<file path="src/rtl/proc_alu_arbiter.sv">
// Round-robin arbiter sharing one latency-insensitive ALU between two
// requesters. An in-order tag FIFO remembers which requester each in-flight
// request came from so the response can be steered back to it.
module proc_alu_arbiter #(
  parameter int unsigned TAG_DEPTH = 2
) (
  input  logic          clk,
  input  logic          reset,

  input  logic          req0_val,
  output logic          req0_rdy,
  input  logic [70:0]   req0_msg,

  input  logic          req1_val,
  output logic          req1_rdy,
  input  logic [70:0]   req1_msg,

  output logic          resp0_val,
  input  logic          resp0_rdy,
  output logic [34:0]   resp0_msg,

  output logic          resp1_val,
  input  logic          resp1_rdy,
  output logic [34:0]   resp1_msg,

  output logic          alu_req_val,
  input  logic          alu_req_rdy,
  output logic [70:0]   alu_req_msg,

  input  logic          alu_resp_val,
  output logic          alu_resp_rdy,
  input  logic [34:0]   alu_resp_msg,

  output logic          err
);

  localparam int unsigned PTR_W = (TAG_DEPTH > 1) ? $clog2(TAG_DEPTH) : 1;
  localparam int unsigned CNT_W = $clog2(TAG_DEPTH + 1);
  localparam int unsigned TAG_N = 1 << PTR_W;

  logic               prio_q;
  logic [TAG_N-1:0]   tag_q;
  logic [PTR_W-1:0]   head_q;
  logic [PTR_W-1:0]   tail_q;
  logic [CNT_W-1:0]   count_q;
  logic               err_q;

  logic               not_full;
  logic               empty;
  logic               grant0;
  logic               grant1;
  logic               head_id;
  logic               push;
  logic               pop;
  logic               spurious;

  // Wrap-around pointer increment for a FIFO that may not be a power of two.
  function automatic logic [PTR_W-1:0] ptr_inc(input logic [PTR_W-1:0] p);
    if (p == PTR_W'(TAG_DEPTH - 1)) begin
      return '0;
    end
    return p + PTR_W'(1);
  endfunction

  assign not_full = (count_q < CNT_W'(TAG_DEPTH));
  assign empty    = (count_q == '0);
  assign head_id  = tag_q[head_q];
  assign err      = err_q;

  // Round-robin grant selection; prio picks the winner only under contention.
  always_comb begin
    grant0 = req0_val && (!req1_val || !prio_q);
    grant1 = req1_val && (!req0_val ||  prio_q);
  end

  // Request path toward the ALU: gated by tag space, zeroed when idle.
  always_comb begin
    alu_req_val = 1'b0;
    alu_req_msg = '0;
    req0_rdy    = 1'b0;
    req1_rdy    = 1'b0;
    if (not_full && (req0_val || req1_val)) begin
      alu_req_val = 1'b1;
      alu_req_msg = grant1 ? req1_msg : req0_msg;
      req0_rdy    = alu_req_rdy && grant0;
      req1_rdy    = alu_req_rdy && grant1;
    end
  end

  // Response steering to the requester recorded at the FIFO head.
  always_comb begin
    resp0_val    = 1'b0;
    resp0_msg    = '0;
    resp1_val    = 1'b0;
    resp1_msg    = '0;
    // Must stay high when empty: the ALU couples input rdy to output rdy.
    alu_resp_rdy = 1'b1;
    if (!empty) begin
      if (head_id) begin
        resp1_val    = alu_resp_val;
        resp1_msg    = alu_resp_msg;
        alu_resp_rdy = resp1_rdy;
      end else begin
        resp0_val    = alu_resp_val;
        resp0_msg    = alu_resp_msg;
        alu_resp_rdy = resp0_rdy;
      end
    end
  end

  assign push     = alu_req_val && alu_req_rdy;
  assign pop      = alu_resp_val && alu_resp_rdy && !empty;
  assign spurious = alu_resp_val && empty;

  // Priority pointer, tag FIFO and sticky error state.
  always_ff @(posedge clk or posedge reset) begin
    if (reset) begin
      prio_q  <= 1'b0;
      tag_q   <= '0;
      head_q  <= '0;
      tail_q  <= '0;
      count_q <= '0;
      err_q   <= 1'b0;
    end else begin
      if (push) begin
        tag_q[tail_q] <= grant1;
        tail_q        <= ptr_inc(tail_q);
        prio_q        <= !grant1;
      end
      if (pop) begin
        head_q <= ptr_inc(head_q);
      end
      if (push && !pop) begin
        count_q <= count_q + CNT_W'(1);
      end else if (pop && !push) begin
        count_q <= count_q - CNT_W'(1);
      end
      if (spurious) begin
        err_q <= 1'b1;
      end
    end
  end

endmodule

</file>
<file path="config.mk">
export PLATFORM = sky130hd
export DESIGN_NAME = proc_alu_arbiter
export DESIGN_NICKNAME = d
export VERILOG_FILES = /design/src/rtl/proc_alu_arbiter.sv
export SDC_FILE = /design/constraint.sdc
export NUM_CORES = 1
export LEC_CHECK = 0
export ABC_AREA = 1
export CAP_MARGIN = 40
export CORE_AREA = 3 3 129 131
export CTS_BUF_LIST = sky130_fd_sc_hd__clkbuf_4
export DETAILED_ROUTE_END_ITERATION = 7
export DIE_AREA = 0 0 132 134
export HOLD_SLACK_MARGIN = 0.03
export PLACE_DENSITY = 0.65
export SETUP_SLACK_MARGIN = 0.02
export SYNTH_ARGS = -nofsm -noshare
export SYNTH_HDL_FRONTEND = slang
export SYNTH_SLANG_ARGS = --single-unit
</file>
<file path="constraint.sdc">
create_clock -name clk -period 4.5 [get_ports clk]
set_input_delay 0.9 -clock clk [delete_from_list [all_inputs] [get_ports clk]]
set_output_delay 0.9 -clock clk [all_outputs]
set_load 0.01 [all_outputs]
</file>
# Word-level counts from Yosys, hierarchy flattened

Cells that the tools add are included.

Bits of input ports: 185
Register bits after elaboration: 8
Output and inout port bits: 148
Word-level logic and storage cells: 68

Add/subtract/negate cells: 4
Order comparisons: 4
Muxes and demuxes: 30
Reductions and logical operators: 24

Operator list:

| cell                  | number |
|---|---|
| $mux W71              | 2 |
| $mux W35              | 4 |
| $mux W1               | 20 |
| $logic_and A1 B1 Y1   | 12 |
| $logic_not A1 Y1      | 7 |
| $lt A1 B2 Y1 const B  | 2 |
| $mux W2               | 2 |
| $logic_or A1 B1 Y1    | 3 |
| $add A1 B1 Y1 const B | 2 |
| $add A2 B1 Y2 const B | 1 |
| $bwmux W2             | 1 |
| $logic_not A2 Y1      | 1 |
| $lt A2 B2 Y1 const B  | 1 |
| $reduce_bool A2 Y1    | 1 |
| $sub A2 B1 Y2 const B | 1 |
| $demux W1 S1          | 1 |
| $ge A1 B1 Y1 const B  | 1 |

# Depth between registers and ports, before layout

Depth after elaboration: 9
Mapped depth: 9
Gate-level depth less buffers: 9

# Worst setup path before layout

No wires, ideal clock.

Kind: input-to-output
From: input req0_val
To: output alu_req_msg[0]
Data arrival time: 1.683 ns
Required time: 3.600 ns
Cell stages on the path: 9
Path slack: 1.917 ns
Path buffers: 3
Cells stage by stage: inv_1 nand2_1 nand2_1 buf_6 inv_4 buf_12 buf_12 nor2_2 nor2_1

Word-level cells in the longest chain between the ends: 5
Elaborated cells on any way between the ends: 7
Those cells by class: 2 x mux; 5 x reduce/logical

RTL lines:

| element             | RTL line | source |
|---|---|---|
| start: declaration  | 10       | `input logic req0_val,` |
| $logic_not A1 Y1    | 73       | `grant1 = req1_val && (!req0_val \|\| prio_q);` |
| $logic_or A1 B1 Y1  | 73       |  |
| $logic_and A1 B1 Y1 | 73       |  |
| $mux W71            | 84       | `alu_req_msg = grant1 ? req1_msg : req0_msg;` |
| $mux W71 *          | 82       | `if (not_full && (req0_val \|\| req1_val)) begin` |
| end: declaration    | 28       | `output logic [70:0] alu_req_msg,` |

Mark *: on every way between the ends. The rest lies on a longest branch, timed or not.

# Final worst setup path

From: input req0_val
To: output alu_req_msg[32]

The elaborated chain is that of the path after synthesis.

==> key figures <==
GRT
  • Gr usage total: 0.141
  • Initial antenna violation count: 0
  • GRT overflow: 0
  • Global-route wire length before repair: approximately 20 mm
  • Via count of the first global-routing pass: around 3.7k
  • Largest net degree at the start of global routing: 74

Critical path
  • FF-to-FF Start: count_q[1]
  • CP arrival: roughly 3 ns
  • Crit start category: input pin
  • Kind of end point of the critical path: output pin
  • Register-to-register setup slack: around 2.1 ns
  • Max FO, Critical Path: 50
  • CP max-delay cell: clkdlybuf4s50_1
  • Crit-path max cell delay: 0.57 ns
  • WS Path Type: input pin to output pin
  • CP Cell Sequence: clkdlybuf4s50_1 -> inv_1 -> nand2_1 -> nand2_2 -> inv_4 -> buf_12 -> nor2_1 -> nor2_1 -> clkdlybuf4s50_1
  • Critical path data required time: between 3 and 4 ns
  • Crit. Startpoint: req0_val

Floorplanning
  • Starting Density: 0.143
  • Ports: around 330
  • Area of the core: between 15,000 and 20,000 sq um
  • Horiz. Die Dim: 132 microns
  • Row count: 46
  • Die Y: 134 microns
  • Die ar.: 17,700 sq um

STA
  • Slew HR: 0.474
  • Hold Fails Final Rpt: 0
  • Worst-Margin Slew: 0.787 ns
  • Worst clock skew: ~0.0013 ns
  • Minimum clock period: slightly below 4 ns
  • Final Max Slew Viols: 0
  • RSZ-0062 raised after global routing: false
  • Setup violations, final: 0
  • Fin crit share: 0.864
  • Total negative slack: 0 ns
  • Achievable Freq: 257 MHz
  • Fin Hold WS: ~0.47 ns

Logic synthesis
  • Synth top area share: 0.167
  • Synthesized area: between 2000 and 2500 sq um
  • Synth warnings: 0
  • Post-Syn Nets: about 600
  • Post-synthesis cell type count: 21
  • Dominant synthesized flop cell: dfrtp_1
  • Post-synth EDFFs: 0
  • Cell taking the most area after synthesis: nor2_2
  • Area contributors post-synth: nor2_2 (17%), nor3_1 (16%), o21ai_0 (16%)
  • Cells after Synth: a little over 400
  • #FFs+latches synth: 8
  • Part of the Yosys area used for sequential elements: 0.0890
  • Mean post-synth cell area: approximately 5.4 sq um
  • FFs w/ async S/R, synth: 1.00

Power
  • Pwr dens: 458 nW/um^2
  • Leakage: 0.00221 uW
  • Maximum VDD drop: ~0.17 mV

Final layout
  • Ratio of cells with drive above 1 in the final layout: 0.107
  • Number of fill cells in the layout: roughly 1.7k
  • Nets: around 910
  • Synthesis-to-finish area growth: 152%
  • Antenna cells: 0
  • Fin util: 0.361

Route
  • Starting DRT DRC Count: 117
  • Drt pass-1 iters: 4
  • Avg WL per Cell: between 10 and 15 microns
  • Via/cell ratio: 3.97
  • Vias: 3,710
  • Residual DRC count: 0
  • Post-route ant nets: 0
  • Final WL: between 10 and 15 mm

Job
  • Max-cap viol count: 0

Clock network
  • # resized after CTS: 0
  • Reg clk slew, reported paths: about 0.050 ns
  • Cts bufs inserted: 3
  • Clk root buf: clkbuf_4
  • Clock buffer depth: 2
  • CTS tree: done
  • CTS Sinks: 8
  • H-tree depth: 1
  • Worst skew pair latency: around 0.25 ns
  • Post-CTS Setup Bufs: 0
  • Hold-fix buffers, CTS: 0

Placed design
  • Number of port buffers: 332
  • DP HPWL: ~11 mm
  • Routability Congestion: around 0.75

Min path
  • Worst hold path type: flip-flop to flip-flop
  • Hold path start: err

Run status
  • Status: complete, no violations
cell families after synthesis:
logic type | count (synthesis) | share of synthesized area
flip-flops | 8 | 0.0890
buffers and inverters | 84 | 0.205
XOR/XNOR | 2 | 0.00779
AND/OR/NAND/NOR | 243 | 0.520
adder cells (fa/ha/maj) | 1 | 0.00556
AO/OA/AOI/OAI | 77 | 0.173
flip-flops by register name, indices dropped and copies added, names as in the netlist:
register	count
tail_q	1
head_q	1
err	1
prio_q	1
tag_q	2
count_q	2
per-layer routing:
layer | part of all wire | vias up | GRT usage
met5 | 0 | - | 0
met4 | 0.0075 | 0 | 0.0181
met3 | 0.091 | 8 | 0.0409
met2 | 0.48 | 213 | 0.253
met1 | 0.42 | 1563 | 0.171
li1 | - | 1926 | -
critical path: cells and delay by family:
kind / cells / cell delay [ns]
buffers and inverters: 5 / 1.52
and+or+nand+nor: 4 / 0.52
power breakdown:
part | internal [uW] | leakage [uW] | switching (uW) | total [uW]
Combinational | 1220 | 0.00211 | 1190 | 2400
Clock | 30.6 | 0.0000138 | 25.0 | 55.5
Sequential | 104 | 0.0000939 | 35.5 | 140
Total | 1350 | 0.00221 | 1250 | 2600
layout by cell type (no fill, tap or decap), types with 2 or more instances in the layout:
cell             netlist  routed
nor2_1                87      86
buf_4                  0       2
o21ai_0               72      72
nor2_2                60      60
clkdlybuf4s50_1        0     332
inv_1                 43      43
nand2_2                2       3
o21ai_1                3       3
clkbuf_4               0       3
nand2_1               17      16
inv_2                  3       3
buf_12                 7       3
nand3_1                4       4
xnor2_1                2       2
dfrtp_1                8       8
nor3_1                72      72
nor2_4                 1       2
through the flow:
stage                     setup slack (ns)  area [sq um]  total power [uW]  instances
after floorplan                       1.92          2250              1310        415
after global placement               0.630          5650              2560        931
after detailed placement             0.565          5650              2560        931
after CTS                            0.563          5670              2630        934
after global routing                 0.434          5670              2810        934
final                                0.611          5670              2600        934
path summary, 6_finish.rpt:
kind,to,depth (start not counted)
max in group asynchronous,tag_q[1],2
hold / removal,err,1
setup reg to reg,count_q[1],8
hold reg to reg,err,1
setup / recovery,alu_req_msg[32],9
min in group asynchronous,err,2
cell type report:
class	instances	area [sq um]	share of cell area
flip-flops and latches	8	200	0.0353
well taps	216	270	0.0477
clock buffers	3	22.5	0.00397
inverters	47	179	0.0316
repair buffers	337	3400	0.600
multi-input cells	323	1600	0.282
synthesized netlist by cell type, types with 2 or more instances:
| cell | number |
|---|---|
| nand2_2 | 2 |
| nor2_1 | 87 |
| o21ai_1 | 3 |
| nor3_1 | 72 |
| inv_2 | 3 |
| nand2_1 | 17 |
| buf_2 | 17 |
| o21ai_0 | 72 |
| inv_1 | 43 |
| clkbuf_1 | 12 |
| buf_12 | 7 |
| nand3_1 | 4 |
| xnor2_1 | 2 |
| nor2_2 | 60 |
| dfrtp_1 | 8 |
Note: power is estimated with default switching activity, not from simulation.
